File: src/rtl/luhn_pkg.sv
// rtl/luhn_pkg.sv - shared FSM states and mode encodings for the Luhn mod-N engine
//
// No ports. Holds the controller state enum and the size_mode encodings.

package luhn_pkg;

   typedef enum logic [1:0] {
      IDLE = 2'd0,
      LOAD = 2'd1,
      CALC = 2'd2,
      DONE = 2'd3
   } luhn_state_t;

   localparam logic MODE_VERIFY = 1'b0;
   localparam logic MODE_GEN    = 1'b1;

endpackage

File: src/rtl/luhn_mod_n_term.sv
// rtl/luhn_mod_n_term.sv - combinational Luhn term for one digit
//
// Ports:
//   d            in   DIGIT_W  digit value
//   dbl          in   1        digit sits in a doubled position
//   t            out  DIGIT_W  term to accumulate, always < RADIX
//   out_of_range out  1        d >= RADIX; t is forced to 0

module luhn_mod_n_term #(
   parameter int DIGIT_W = 4,
   parameter int RADIX   = 16
) (
   input  logic [DIGIT_W-1:0] d,
   input  logic               dbl,
   output logic [DIGIT_W-1:0] t,
   output logic               out_of_range
);

   // One extra bit so RADIX == 2**DIGIT_W and 2*d are both representable.
   localparam logic [DIGIT_W:0] RAD = (DIGIT_W+1)'(RADIX);

   logic [DIGIT_W:0] d2;

   always_comb begin
      d2           = {d, 1'b0};
      out_of_range = ({1'b0, d} >= RAD);
      t            = '0;
      if (out_of_range) begin
         t = '0;
      end else if (!dbl) begin
         t = d;
      end else if (d2 >= RAD) begin
         // 2d < 2*RADIX, so one fold (subtract RADIX, add the carry digit 1) suffices.
         t = DIGIT_W'(d2 - RAD + (DIGIT_W+1)'(1));
      end else begin
         t = DIGIT_W'(d2);
      end
   end

endmodule

File: src/rtl/luhn_mod_n.sv
// rtl/luhn_mod_n.sv - streaming Luhn mod-N verify / check-digit generate engine
//
// Ports:
//   clock, rst_n                 clock (rising edge), async active-low reset
//   size, size_mode, size_valid  message length and mode (0 verify, 1 generate)
//   size_ready                   block can take a new size
//   data, data_valid, data_ready digit stream, leftmost digit first
//   check, check_digit,          registered result: pass flag, computed check
//   check_err, check_valid,      digit, out-of-range flag, result handshake
//   check_ready

module luhn_mod_n
   import luhn_pkg::*;
#(
   parameter int DIGIT_W = 4,
   parameter int RADIX   = 16,
   parameter int SIZE_W  = 8
) (
   input  logic               clock,
   input  logic               rst_n,
   input  logic [SIZE_W-1:0]  size,
   input  logic               size_mode,
   input  logic               size_valid,
   output logic               size_ready,
   input  logic [DIGIT_W-1:0] data,
   input  logic               data_valid,
   output logic               data_ready,
   output logic               check,
   output logic [DIGIT_W-1:0] check_digit,
   output logic               check_err,
   output logic               check_valid,
   input  logic               check_ready
);

   localparam logic [DIGIT_W:0] RAD = (DIGIT_W+1)'(RADIX);

   luhn_state_t        state;
   luhn_state_t        state_nxt;
   logic               mode;
   logic [SIZE_W-1:0]  rem;
   logic [DIGIT_W:0]   acc;
   logic               err;

   logic               size_xfer;
   logic               data_xfer;
   logic               result_xfer;
   logic               dbl;
   logic [DIGIT_W-1:0] term;
   logic               term_oor;
   logic [DIGIT_W:0]   acc_sum;
   logic [DIGIT_W:0]   acc_nxt;

   assign size_xfer   = size_valid && size_ready;
   assign data_xfer   = data_valid && data_ready;
   assign result_xfer = check_valid && check_ready;

   // rem counts down to 1 on the rightmost digit; its parity against the mode
   // selects the doubled positions for both verify and generate.
   assign dbl = (rem[0] == mode);

   luhn_mod_n_term #(
      .DIGIT_W (DIGIT_W),
      .RADIX   (RADIX)
   ) u_term (
      .d            (data),
      .dbl          (dbl),
      .t            (term),
      .out_of_range (term_oor)
   );

   // acc and term are both < RADIX, so a single conditional subtract keeps acc reduced.
   always_comb begin
      acc_sum = acc + {1'b0, term};
      acc_nxt = (acc_sum >= RAD) ? (acc_sum - RAD) : acc_sum;
   end

   always_comb begin
      state_nxt = state;
      case (state)
         IDLE: if (size_xfer) state_nxt = (size == '0) ? CALC : LOAD;
         LOAD: if (data_xfer && (rem == SIZE_W'(1))) state_nxt = CALC;
         CALC: state_nxt = DONE;
         DONE: if (result_xfer) state_nxt = IDLE;
         default: state_nxt = IDLE;
      endcase
   end

   always_ff @(posedge clock or negedge rst_n) begin
      if (!rst_n) begin
         state <= IDLE;
      end else begin
         state <= state_nxt;
      end
   end

   always_ff @(posedge clock or negedge rst_n) begin
      if (!rst_n) begin
         mode        <= MODE_VERIFY;
         rem         <= '0;
         acc         <= '0;
         err         <= 1'b0;
         size_ready  <= 1'b0;
         data_ready  <= 1'b0;
         check_valid <= 1'b0;
         check       <= 1'b0;
         check_digit <= '0;
         check_err   <= 1'b0;
      end else begin
         // size_ready and check_valid trail the state by one edge, so a new
         // size is never taken on the edge that consumes the previous result.
         size_ready  <= (state == IDLE) && (state_nxt == IDLE);
         check_valid <= (state == DONE) && (state_nxt == DONE);
         // data_ready follows the next state so it drops with the last digit.
         data_ready  <= (state_nxt == LOAD);

         if (size_xfer) begin
            mode <= size_mode;
            rem  <= size;
            acc  <= '0;
            err  <= 1'b0;
         end

         if (data_xfer) begin
            acc <= acc_nxt;
            rem <= rem - SIZE_W'(1);
            if (term_oor) err <= 1'b1;
         end

         if (state == CALC) begin
            check_err <= err;
            if (err) begin
               check       <= 1'b0;
               check_digit <= '0;
            end else begin
               check       <= (mode == MODE_GEN) ? 1'b1 : (acc == '0);
               check_digit <= (acc == '0) ? '0 : DIGIT_W'(RAD - acc);
            end
         end
      end
   end

endmodule

File: config.mk
export PLATFORM = sky130hd
export DESIGN_NAME = luhn_mod_n
export DESIGN_NICKNAME = d
export VERILOG_FILES = /design/src/rtl/luhn_pkg.sv /design/src/rtl/luhn_mod_n_term.sv /design/src/rtl/luhn_mod_n.sv
export SDC_FILE = /design/constraint.sdc
export NUM_CORES = 1
export LEC_CHECK = 0
export CAP_MARGIN = 0
export CORE_MARGIN = 3
export CORE_UTILIZATION = 54
export CTS_CLUSTER_DIAMETER = 60
export CTS_CLUSTER_SIZE = 28
export DETAILED_ROUTE_END_ITERATION = 8
export PLACE_DENSITY = 0.83
export SYNTH_ARGS = -nofsm -noshare
export SYNTH_HDL_FRONTEND = slang
export SYNTH_SLANG_ARGS = --single-unit
File: constraint.sdc
create_clock -name clock -period 3.1 [get_ports clock]
set_input_delay 0.93 -clock clock [delete_from_list [all_inputs] [get_ports clock]]
set_output_delay 0.93 -clock clock [all_outputs]
set_load 0.05 [all_outputs]
==> impl_metrics.prom, run 1 <==
# TYPE chip_impl_metric gauge
chip_impl_metric{name="flow.area_growth_from_synthesis",unit="%"} 21.39
chip_impl_metric{name="hpwlAfterDp",unit="um"} 2414
chip_impl_metric{name="floorplan.initialDensity",unit="%"} 58.82
chip_impl_metric{name="worst_hold_slack",unit="ns"} 0.4764
chip_impl_metric{name="routed-via-count",unit=""} 1177
chip_impl_metric{name="drt-initial-drc-count",unit=""} 38
chip_impl_metric{name="timing.final.crit_period",unit="ns"} 2.494
chip_impl_metric{name="numClockSinks",unit=""} 24
chip_impl_metric{name="slew_viol_final",unit=""} 0
chip_impl_metric{name="yosysWarnings",unit=""} 0
chip_impl_metric{name="maximum_number_of_pins_on_one_net_before_global_route_repair",unit=""} 25
chip_impl_metric{name="fmaxAchievable",unit="GHz"} 0.4010
chip_impl_metric{name="grt_util_all_layers",unit="%"} 20.81
chip_impl_metric{name="synth.top_cell.area_share",unit="%"} 44.44
chip_impl_metric{name="die_width",unit="um"} 56.03
chip_impl_info{name="setup.worst_path.end_class",value="primary output"} 1
chip_impl_metric{name="clockBufferDepth",unit=""} 2
chip_impl_info{name="synth_top_area_cell",value="sky130_fd_sc_hd__dfrtp_1"} 1
chip_impl_metric{name="port-buffer-count",unit=""} 25
chip_impl_metric{name="post_dr_vias_cell",unit=""} 5.885
chip_impl_metric{name="synth.distinct_cells",unit=""} 37
chip_impl_metric{name="first_global_vias",unit=""} 1232
chip_impl_info{name="unrepaired_setup_endpoints_after_global_routing",value="false"} 1
chip_impl_metric{name="clock_insertion_delay_worst_skew",unit="ns"} 0.30
chip_impl_metric{name="reg2reg_depth",unit=""} 8
chip_impl_metric{name="avgRoutedWirePerCell",unit="um"} 15.18
chip_impl_info{name="worst_setup_path_startpoint",value="size_ready$_DFF_PN0_"} 1
chip_impl_metric{name="worst-slew-pin-transition",unit="ns"} 0.5148
chip_impl_info{name="critical_path_source_type",value="register"} 1
chip_impl_metric{name="crit_arrival",unit="ns"} 1.56
chip_impl_info{name="final_common_cell",value="sky130_fd_sc_hd__nand2_1"} 1
chip_impl_metric{name="core",unit="mm^2"} 0.002297
chip_impl_info{name="synth.area.top_cells",value="sky130_fd_sc_hd__dfrtp_1 (44%), sky130_fd_sc_hd__nand2_1 (8.3%), sky130_fd_sc_hd__ha_1 (6.5%)"} 1
chip_impl_metric{name="layout-drive-gt1-share",unit="%"} 4.070
chip_impl_metric{name="synth.cell_area",unit="mm^2"} 0.001351
chip_impl_metric{name="postCtsResizedCells",unit=""} 0
chip_impl_metric{name="die-height",unit="um"} 56.03
chip_impl_metric{name="initial_antenna_violation_count",unit=""} 0
chip_impl_metric{name="worst_clock_skew",unit="ns"} 0.008411
chip_impl_metric{name="postCtsHoldBufs",unit=""} 0
chip_impl_metric{name="post_synth_edffs",unit=""} 0
chip_impl_metric{name="final.setup.tns",unit="ns"} 0
chip_impl_metric{name="finalHoldViolations",unit=""} 0
chip_impl_info{name="r2r-start",value="rem[0]$_DFFE_PN0P_"} 1
chip_impl_metric{name="ys_ff_latch",unit=""} 24
chip_impl_info{name="cts_tree",value="done"} 1
chip_impl_metric{name="finalNetCount",unit=""} 200
chip_impl_info{name="worstSetupPathType",value="reg2out"} 1
chip_impl_metric{name="ioPinCount",unit=""} 27
chip_impl_metric{name="cts_max_level",unit=""} 1
chip_impl_metric{name="gpl.final_weighted_congestion",unit=""} 0.8348
chip_impl_metric{name="avgSynthCellArea",unit="um^2"} 9.130
chip_impl_metric{name="post_cts_buffers",unit=""} 0
chip_impl_metric{name="cp.depth",unit=""} 1
chip_impl_metric{name="worst_ep_required_time",unit="ns"} 2.17
chip_impl_info{name="most-common-layout-cells",value="sky130_fd_sc_hd__nand2_1 (30), sky130_fd_sc_hd__clkdlybuf4s50_1 (25), sky130_fd_sc_hd__dfrtp_1 (24)"} 1
chip_impl_metric{name="vdd_drop_max",unit="mV"} 0.6031
chip_impl_info{name="synth_top_flop_cell",value="sky130_fd_sc_hd__dfrtp_1"} 1
chip_impl_info{name="cp_cell_sequence",value="clkdlybuf4s50_1"} 1
chip_impl_metric{name="total_congestion_overflow_after_global_routing",unit=""} 0
chip_impl_metric{name="postRouteWirelength",unit="um"} 3036
chip_impl_metric{name="floorplan.die_area",unit="mm^2"} 0.003139
chip_impl_metric{name="cts_made_buffers",unit=""} 3
chip_impl_metric{name="worst_path_largest_cell_delay",unit="ns"} 0.83
chip_impl_info{name="min_path_type",value="reg2reg"} 1
chip_impl_metric{name="antenna-diode-count",unit=""} 0
chip_impl_info{name="outcome",value="finished clean"} 1
chip_impl_metric{name="cellPowerDensity",unit="mW/mm^2"} 1004
chip_impl_info{name="critical_path_cell_with_the_highest_stage_delay",value="sky130_fd_sc_hd__clkdlybuf4s50_1"} 1
chip_impl_metric{name="post_synth_inst_count",unit=""} 148
chip_impl_info{name="regToRegEndpoint",value="acc[3]$_DFFE_PN0P_"} 1
chip_impl_metric{name="worst_slew_margin_rel",unit="%"} 65.42
chip_impl_metric{name="path_buf_inv",unit=""} 1
chip_impl_metric{name="std_cell_rows",unit=""} 17
chip_impl_info{name="clock_root_cell",value="sky130_fd_sc_hd__clkbuf_4"} 1
chip_impl_metric{name="grt_first_pass_wirelength",unit="um"} 5299
chip_impl_metric{name="antenna_left",unit=""} 0
chip_impl_info{name="timing.critical_path.max_delay_family",value="buffers and inverters"} 1
chip_impl_metric{name="clkTransAtPathRegs",unit="ns"} 0.13
chip_impl_metric{name="ff2ff_setup_slack",unit="ns"} 1.12
chip_impl_metric{name="postSynthNetCount",unit=""} 174
chip_impl_metric{name="sequential_cell_area_fraction_in_the_yosys_report",unit="%"} 44.44
chip_impl_info{name="crit_path_end",value="size_ready"} 1
chip_impl_metric{name="async_reset_ff_share",unit="%"} 100.0
chip_impl_metric{name="drc_errors",unit=""} 0
chip_impl_metric{name="period_utilisation_layout",unit="%"} 80.44
chip_impl_metric{name="drtPass1Iterations",unit=""} 5
chip_impl_metric{name="power.leakage",unit="nW"} 0.7321
chip_impl_metric{name="drv_cap",unit=""} 0
chip_impl_metric{name="final-setup-viol-count",unit=""} 0
chip_impl_metric{name="crit_fanout",unit=""} 5
==> power by group <==
group          internal [mW]  switching [mW]  total (mW)
registers              0.450           0.167       0.617
clock network         0.0452          0.0870       0.132
logic                  0.373           0.524       0.897
total                  0.868           0.778        1.65
==> worst min-delay path by stage <==
stage          slack [ns]  cells after the start                   from                    end
6_report             0.48                      1  check_valid$_DFF_PN0_  check_valid$_DFF_PN0_
5_1_grt              0.54                      1  check_valid$_DFF_PN0_  check_valid$_DFF_PN0_
2_1_floorplan        0.45                      1     acc[4]$_DFFE_PN0P_     acc[4]$_DFFE_PN0P_
4_1_cts              0.48                      1  check_valid$_DFF_PN0_  check_valid$_DFF_PN0_
3_3_place_gp         0.45                      1  check_valid$_DFF_PN0_  check_valid$_DFF_PN0_
3_5_place_dp         0.47                      1  check_valid$_DFF_PN0_  check_valid$_DFF_PN0_
==> through the flow <==
stage | worst slack (ns) | area [um^2] | util, % | total power [mW] | std cells
finish | 0.6064 | 1640 | 71.41 | 1.646 | 200
floorplan | 1.119 | 1351 | - | 1.262 | 148
CTS | 0.6006 | 1640 | 71.41 | 1.654 | 200
global route | 0.5367 | 1640 | 71.41 | 1.789 | 200
detailed placement | 0.5459 | 1618 | 70.42 | 1.521 | 197
global placement | 0.6060 | 1618 | 70.42 | 1.477 | 197
==> synthesized netlist by cell type, drive strengths merged (3+ instances only) <==
library cell	instances
and2	3
nor3	8
o21ai	9
nand2	30
nor2	10
inv	6
nor4	3
a21oi	8
dfrtp	24
a22oi	5
ha	7
xor2	3
clkbuf	3
xnor2	3
==> worst register-to-register path: stages (launching register included) <==
cell                      delay [ns]
sky130_fd_sc_hd__dfrtp_1        0.53
sky130_fd_sc_hd__xor2_1         0.29
sky130_fd_sc_hd__nand2_1        0.10
sky130_fd_sc_hd__nand2_1        0.13
sky130_fd_sc_hd__ha_1           0.24
sky130_fd_sc_hd__a21o_1         0.17
sky130_fd_sc_hd__a21oi_1        0.16
sky130_fd_sc_hd__xor2_1         0.15
sky130_fd_sc_hd__o21ai_0        0.09
==> registers in the layout, summed over array words and instances, names as in the netlist <==
| signal | cells |
|---|---|
| acc | 5 |
| check | 1 |
| check_digit | 4 |
| check_valid | 1 |
| data_ready | 1 |
| mode | 1 |
| rem | 8 |
| size_ready | 1 |
| state | 2 |
==> cell type report <==
class / instances / area, um^2
Timing Repair Buffer: 26 / 257.7
Multi-Input combinational cell: 113 / 701.9
Clock buffer: 3 / 22.52
Sequential cell: 24 / 600.6
Tap cell: 28 / 35.03
Inverter: 6 / 22.52
Fill cell: 182 / 656.9
==> cell families after synthesis <==
group / after synthesis / synth area share [%]
simple gates: 63 / 22.50
compound gates: 34 / 16.48
mux: 1 / 0.8333
other cells: 1 / 0.2775
xor+xnor: 6 / 3.890
buf+inv: 11 / 3.611
flops: 24 / 44.44
fa+ha+maj: 8 / 7.963
==> metal layers <==
layer | routed length [um] | up-vias | track usage [%]
met4 | 50 | 0 | 6.102
met2 | 1576 | 35 | 38.56
met3 | 122 | 6 | 3.248
met1 | 1287 | 559 | 24.38
li1 | - | 577 | -
met5 | 0 | - | 0
No activity file was read; power rests on OpenSTA's default activity.
==> inputs of run 2 (changes only) <==
CORE_UTILIZATION = 50   (was 54)
PLACE_DENSITY = 0.78   (was 0.83)
clock period = 2.3 ns   (was 3.1 ns; I/O delays follow)
==> impl_metrics.prom, run 2 (synthesis results as in run 1) <==
# TYPE chip_impl_metric gauge
chip_impl_metric{name="worst_slew_margin_rel",unit="%"} 66.03
chip_impl_metric{name="layout.cells.non_filler",unit=""} 210
chip_impl_metric{name="port-buffer-count",unit=""} 25
chip_impl_info{name="register_with_the_most_flip_flops",value="rem"} 1
chip_impl_metric{name="std_cell_rows",unit=""} 18
chip_impl_metric{name="drtPass1Iterations",unit=""} 4
chip_impl_metric{name="grt_first_pass_wirelength",unit="um"} 5457
chip_impl_metric{name="cts_made_buffers",unit=""} 3
chip_impl_metric{name="final-setup-viol-count",unit=""} 0
chip_impl_metric{name="worst-slew-pin-transition",unit="ns"} 0.5079
chip_impl_metric{name="finalHoldViolations",unit=""} 0
chip_impl_info{name="outcome",value="finished clean"} 1
chip_impl_metric{name="worst_clock_skew",unit="ns"} 0.002497
chip_impl_metric{name="antenna_left",unit=""} 0
chip_impl_metric{name="drt-initial-drc-count",unit=""} 81
chip_impl_metric{name="footprint_of_the_multi_input_gates",unit="um^2"} 701.9
chip_impl_metric{name="path_buf_inv",unit=""} 1
chip_impl_metric{name="slew_viol_final",unit=""} 0
chip_impl_metric{name="finalNetCount",unit=""} 207
chip_impl_metric{name="routed-via-count",unit=""} 1207
chip_impl_info{name="worstSetupPathType",value="reg2out"} 1
chip_impl_info{name="critical_path_source_type",value="register"} 1
chip_impl_metric{name="dp.cells",unit=""} 206
chip_impl_metric{name="core",unit="mm^2"} 0.002522
chip_impl_metric{name="cellPowerDensity",unit="mW/mm^2"} 1359
chip_impl_metric{name="maximum_number_of_pins_on_one_net_before_global_route_repair",unit=""} 25
chip_impl_metric{name="worst_path_largest_cell_delay",unit="ns"} 0.82
chip_impl_metric{name="post-layout-total-power",unit="mW"} 2.330
chip_impl_metric{name="drv_cap",unit=""} 0
chip_impl_metric{name="postCtsHoldBufs",unit=""} 0
chip_impl_metric{name="antenna-diode-count",unit=""} 0
chip_impl_metric{name="post_dr_vias_cell",unit=""} 5.748
chip_impl_info{name="top_regs",value="rem (8), acc (5), check_digit (4)"} 1
chip_impl_info{name="min_path_type",value="reg2reg"} 1
chip_impl_metric{name="largest_register_ff_count",unit=""} 8
chip_impl_metric{name="first_global_vias",unit=""} 1220
chip_impl_metric{name="clock_insertion_delay_worst_skew",unit="ns"} 0.31
chip_impl_metric{name="total_congestion_overflow_after_global_routing",unit=""} 0
chip_impl_info{name="most-common-layout-cells",value="sky130_fd_sc_hd__nand2_1 (30), sky130_fd_sc_hd__dfrtp_1 (24), sky130_fd_sc_hd__clkdlybuf4s50_1 (23)"} 1
chip_impl_info{name="cts_tree",value="done"} 1
chip_impl_metric{name="floorplan.die_area",unit="mm^2"} 0.003362
chip_impl_metric{name="avgRoutedWirePerCell",unit="um"} 15.30
chip_impl_metric{name="flow.area_growth_from_synthesis",unit="%"} 26.85
chip_impl_metric{name="period_utilisation_layout",unit="%"} 96.02
chip_impl_info{name="setup.worst_path.end_class",value="primary output"} 1
chip_impl_metric{name="gpl.final_weighted_congestion",unit=""} 0.9211
chip_impl_info{name="unrepaired_setup_endpoints_after_global_routing",value="false"} 1
chip_impl_info{name="final_common_cell",value="sky130_fd_sc_hd__nand2_1"} 1
chip_impl_metric{name="postCtsResizedCells",unit=""} 0
chip_impl_metric{name="clockBufferDepth",unit=""} 2
chip_impl_metric{name="power.leakage",unit="nW"} 0.8013
chip_impl_metric{name="postRouteWirelength",unit="um"} 3213
chip_impl_metric{name="die_width",unit="um"} 57.99
chip_impl_metric{name="layout-drive-gt1-share",unit="%"} 8.333
chip_impl_metric{name="post_cts_buffers",unit=""} 0
chip_impl_metric{name="vdd_drop_max",unit="mV"} 1.207
chip_impl_info{name="critical_path_cell_with_the_highest_stage_delay",value="sky130_fd_sc_hd__clkdlybuf4s50_1"} 1
chip_impl_info{name="clock_root_cell",value="sky130_fd_sc_hd__clkbuf_4"} 1
chip_impl_metric{name="fillCellCount",unit=""} 207
chip_impl_metric{name="crit_arrival",unit="ns"} 1.52
chip_impl_metric{name="register_area",unit="um^2"} 600.6
chip_impl_metric{name="hpwlAfterDp",unit="um"} 2509
chip_impl_metric{name="timing.final.crit_period",unit="ns"} 2.209
chip_impl_info{name="cp_cell_sequence",value="clkdlybuf4s50_1"} 1
chip_impl_metric{name="cts_max_level",unit=""} 1
chip_impl_metric{name="clkTransAtPathRegs",unit="ns"} 0.13
chip_impl_metric{name="grt_util_all_layers",unit="%"} 21.23
chip_impl_metric{name="worst_ep_required_time",unit="ns"} 1.61
chip_impl_info{name="timing.critical_path.max_delay_family",value="buffers and inverters"} 1
chip_impl_metric{name="drc_errors",unit=""} 0
chip_impl_metric{name="numClockSinks",unit=""} 24
chip_impl_metric{name="floorplan.initialDensity",unit="%"} 53.57
chip_impl_metric{name="ioPinCount",unit=""} 27
chip_impl_metric{name="initial_antenna_violation_count",unit=""} 0
chip_impl_metric{name="die-height",unit="um"} 57.99
chip_impl_metric{name="fmaxAchievable",unit="GHz"} 0.4528
chip_impl_metric{name="crit_fanout",unit=""} 2
==> run 2: changes by cell type in the layout (fill, tap and decap cells not counted), sizes merged <==
| cell | before | now |
|---|---|---|
| buf | 1 | 8 |
| clkdlybuf4s50 | 25 | 23 |
| dlymetal6s2s | 0 | 2 |
| clkbuf | 3 | 4 |
==> run 2: final timing paths <==
check / start / to / slack (ns) / cells after the start
max in group asynchronous: rst_n / acc[1]$_DFFE_PN0P_ / 1.36 / 2
min in group asynchronous: rst_n / rem[2]$_DFFE_PN0P_ / 0.71 / 2
max reg2reg: rem[0]$_DFFE_PN0P_ / acc[3]$_DFFE_PN0P_ / 0.30 / 8
min reg2reg: check_valid$_DFF_PN0_ / check_valid$_DFF_PN0_ / 0.48 / 1
max: check_digit[2]$_DFFE_PN0N_ / check_digit[2] / 0.09 / 1
min: check_valid$_DFF_PN0_ / check_valid$_DFF_PN0_ / 0.48 / 1
==> run 2: area by class of cell <==
type	instances	area share, %
Multi-Input combinational cell	113	40.95
Sequential cell	24	35.04
Timing Repair Buffer	33	18.39
Tap cell	30	2.190
Inverter	6	1.314
Clock buffer	4	2.117
==> run 2: layer usage <==
metal,global-route usage (%),routed length [um],vias up
met4,6.623,18,0
li1,-,-,586
met2,34.19,1569,42
met1,29.78,1440,577
met5,0,0,-
met3,2.895,185,2
==> run 2: per-stage QoR <==
step / util [%] / worst slack, ns / instance area (um^2) / TNS, ns / hold WS (ns)
floorplan: - / 0.4201 / 1351 / 0 / 0.3944
global placement: 66.32 / 0.07034 / 1673 / 0 / 0.4578
detailed placement: 66.32 / -0.05633 / 1673 / -0.05633 / 0.4677
CTS: 67.76 / 0.02270 / 1709 / 0 / 0.4838
global route: 67.96 / 0.01585 / 1714 / 0 / 0.5264
finish: 67.96 / 0.09148 / 1714 / 0 / 0.4792
==> run 2: power by group <==
part	total, mW	internal, mW	switching (mW)
Sequential	0.839	0.606	0.233
Clock	0.225	0.0967	0.128
Combinational	1.27	0.540	0.726
==> inputs of run 3 (changes only) <==
CORE_UTILIZATION = 46   (was 50)
PLACE_DENSITY = 0.75   (was 0.78)
clock period = 1.9 ns   (was 2.3 ns; I/O delays follow)
==> impl_metrics.prom, run 3 (synthesis results as in run 1) <==
# TYPE chip_impl_metric gauge
chip_impl_metric{name="cts_made_buffers",unit=""} 3
chip_impl_metric{name="die-height",unit="um"} 60.20
chip_impl_metric{name="first_global_vias",unit=""} 1263
chip_impl_metric{name="core",unit="mm^2"} 0.002781
chip_impl_metric{name="worst_clock_skew",unit="ns"} 0.007337
chip_impl_info{name="top_signal_layer_used",value="met4"} 1
chip_impl_metric{name="initial_antenna_violation_count",unit=""} 0
chip_impl_info{name="clock_root_cell",value="sky130_fd_sc_hd__clkbuf_4"} 1
chip_impl_metric{name="slew_viol_final",unit=""} 0
chip_impl_metric{name="antenna-diode-count",unit=""} 0
chip_impl_metric{name="worst_ep_required_time",unit="ns"} 2.13
chip_impl_metric{name="flow.area_growth_from_synthesis",unit="%"} 36.85
chip_impl_metric{name="wl_met2",unit="um"} 1831
chip_impl_metric{name="cellPowerDensity",unit="mW/mm^2"} 1739
chip_impl_metric{name="drc_errors",unit=""} 0
chip_impl_info{name="outcome",value="finished clean"} 1
chip_impl_metric{name="vdd_drop_max",unit="mV"} 1.320
chip_impl_metric{name="drv_cap",unit=""} 0
chip_impl_metric{name="drtPass1Iterations",unit=""} 4
chip_impl_info{name="final_common_cell",value="sky130_fd_sc_hd__nand2_1"} 1
chip_impl_info{name="critical_path_source_type",value="register"} 1
chip_impl_metric{name="post_dr_vias_cell",unit=""} 5.743
chip_impl_metric{name="dp.cells",unit=""} 218
chip_impl_metric{name="ioPinCount",unit=""} 27
chip_impl_metric{name="cts_max_level",unit=""} 1
chip_impl_metric{name="clock_insertion_delay_worst_skew",unit="ns"} 0.32
chip_impl_metric{name="met1Wirelength",unit="um"} 1355
chip_impl_metric{name="fmaxAchievable",unit="GHz"} 0.5417
chip_impl_metric{name="total_congestion_overflow_after_global_routing",unit=""} 0
chip_impl_metric{name="routed-via-count",unit=""} 1275
chip_impl_info{name="cp_cell_sequence",value="inv_2, ha_4, or3b_4, or4_1, a32oi_1, nand2_1"} 1
chip_impl_metric{name="std_cell_rows",unit=""} 19
chip_impl_metric{name="clkTransAtPathRegs",unit="ns"} 0.14
chip_impl_metric{name="crit_fanout",unit=""} 4
chip_impl_info{name="worstSetupPathType",value="reg2reg"} 1
chip_impl_metric{name="grt_first_pass_wirelength",unit="um"} 5388
chip_impl_metric{name="detailroute.wirelength.met3",unit="um"} 244
chip_impl_metric{name="hpwlAfterDp",unit="um"} 2647
chip_impl_metric{name="gpl.final_weighted_congestion",unit=""} 0.9086
chip_impl_metric{name="numClockSinks",unit=""} 24
chip_impl_info{name="min_path_type",value="reg2reg"} 1
chip_impl_metric{name="floorplan.die_area",unit="mm^2"} 0.003624
chip_impl_info{name="setup.worst_path.end_class",value="register"} 1
chip_impl_metric{name="avgRoutedWirePerCell",unit="um"} 15.75
chip_impl_metric{name="port-buffer-count",unit=""} 25
chip_impl_metric{name="crit_arrival",unit="ns"} 2.08
chip_impl_info{name="cts_tree",value="done"} 1
chip_impl_metric{name="timing.final.crit_period",unit="ns"} 1.846
chip_impl_metric{name="power.leakage",unit="nW"} 0.8558
chip_impl_metric{name="drt-initial-drc-count",unit=""} 61
chip_impl_metric{name="layout.cells.non_filler",unit=""} 222
chip_impl_metric{name="period_utilisation_layout",unit="%"} 97.17
chip_impl_metric{name="postRouteWirelength",unit="um"} 3496
chip_impl_metric{name="antenna_left",unit=""} 0
chip_impl_metric{name="die_width",unit="um"} 60.20
chip_impl_metric{name="largest_register_ff_count",unit=""} 8
chip_impl_metric{name="design_area",unit="mm^2"} 0.001849
chip_impl_metric{name="layout-drive-gt1-share",unit="%"} 21.99
chip_impl_info{name="critical_path_cell_with_the_highest_stage_delay",value="sky130_fd_sc_hd__dfrtp_2"} 1
chip_impl_info{name="most-common-layout-cells",value="sky130_fd_sc_hd__nand2_1 (30), sky130_fd_sc_hd__buf_4 (26), sky130_fd_sc_hd__dfrtp_1 (22)"} 1
chip_impl_metric{name="final-setup-viol-count",unit=""} 0
chip_impl_metric{name="grt_util_all_layers",unit="%"} 19.80
chip_impl_metric{name="utilization",unit="%"} 66.49
chip_impl_info{name="unrepaired_setup_endpoints_after_global_routing",value="false"} 1
chip_impl_info{name="register_with_the_most_flip_flops",value="rem"} 1
chip_impl_metric{name="worst_path_largest_cell_delay",unit="ns"} 0.51
chip_impl_metric{name="floorplan.initialDensity",unit="%"} 48.58
chip_impl_metric{name="maximum_number_of_pins_on_one_net_before_global_route_repair",unit=""} 25
chip_impl_metric{name="finalHoldViolations",unit=""} 0
chip_impl_metric{name="instance_area_at_placement",unit="mm^2"} 0.001749
chip_impl_info{name="top_regs",value="rem (8), acc (5), check_digit (4)"} 1
chip_impl_metric{name="clockBufferDepth",unit=""} 2
chip_impl_metric{name="post_cts_buffers",unit=""} 0
chip_impl_metric{name="finalNetCount",unit=""} 218
-- run 3: cell count changes in the layout (fill, tap and decap cells not counted), sizes merged --
cell,before,now
dlymetal6s2s,2,0
bufinv,0,1
clkbuf,4,3
clkdlybuf4s50,23,17
buf,8,27
-- run 3: area by class of cell --
class	count	area, um^2
Fill cell	237	932.1
Multi-Input combinational cell	113	747.0
Sequential cell	24	603.1
Timing Repair Buffer	44	385.4
Tap cell	31	38.79
Clock inverter	1	30.03
Clock buffer	3	22.52
Inverter	6	22.52
-- run 3: repair_timing --
| action | in CTS | in global routing |
|---|---|---|
| resized for setup | 0 | 10 |
| hold buffers | 0 | 0 |
| setup endpoints to repair | 0 | 3 |
-- run 3: power by group --
group / total, mW / switching, mW / leakage, nW / internal, mW
clock: 0.377 / 0.164 / 0.0279 / 0.213
combinational: 1.80 / 0.978 / 0.539 / 0.821
sequential: 1.04 / 0.302 / 0.289 / 0.738
total: 3.22 / 1.44 / 0.856 / 1.77
-- run 3: through the flow --
stage	setup TNS (ns)	total power, mW	worst slack (ns)	hold WS (ns)
detailed placement	-1.185	2.680	-0.2370	0.4823
CTS	0	3.064	0.01091	0.5007
floorplan	0	2.060	0.02007	0.2744
finish	0	3.217	0.05382	0.4981
global route	0	3.421	0.002184	0.5227
global placement	-0.9141	2.589	-0.1776	0.4528
-- run 3: routing by layer --
| layer | vias to the layer above | global-route usage (%) |
|---|---|---|
| li1 | 614 | - |
| met1 | 599 | 23.40 |
| met2 | 54 | 36.42 |
| met3 | 8 | 2.808 |
| met4 | 0 | 6.013 |
| met5 | - | 0 |
-- run 3: final timing paths --
check	from	endpoint	slack, ns	depth (start not counted)
max	rem[0]$_DFFE_PN0P_	rem[6]$_DFFE_PN0P_	0.05	6
min	check_valid$_DFF_PN0_	check_valid$_DFF_PN0_	0.50	1
max reg2reg	rem[0]$_DFFE_PN0P_	rem[6]$_DFFE_PN0P_	0.05	6
min reg2reg	check_valid$_DFF_PN0_	check_valid$_DFF_PN0_	0.50	1
max in group asynchronous	rst_n	mode$_DFFE_PN0P_	1.05	2
min in group asynchronous	rst_n	rem[6]$_DFFE_PN0P_	0.59	2
-- run 3: critical path: cells and delay by family, from the launching register on --
kind                     cells  cell delay (ns)
AO/OA/AOI/OAI                1             0.18
AND/OR/NAND/NOR              3             0.84
buffers and inverters        1             0.09
adder cells (fa/ha/maj)      1             0.14
flip-flops                   1             0.51
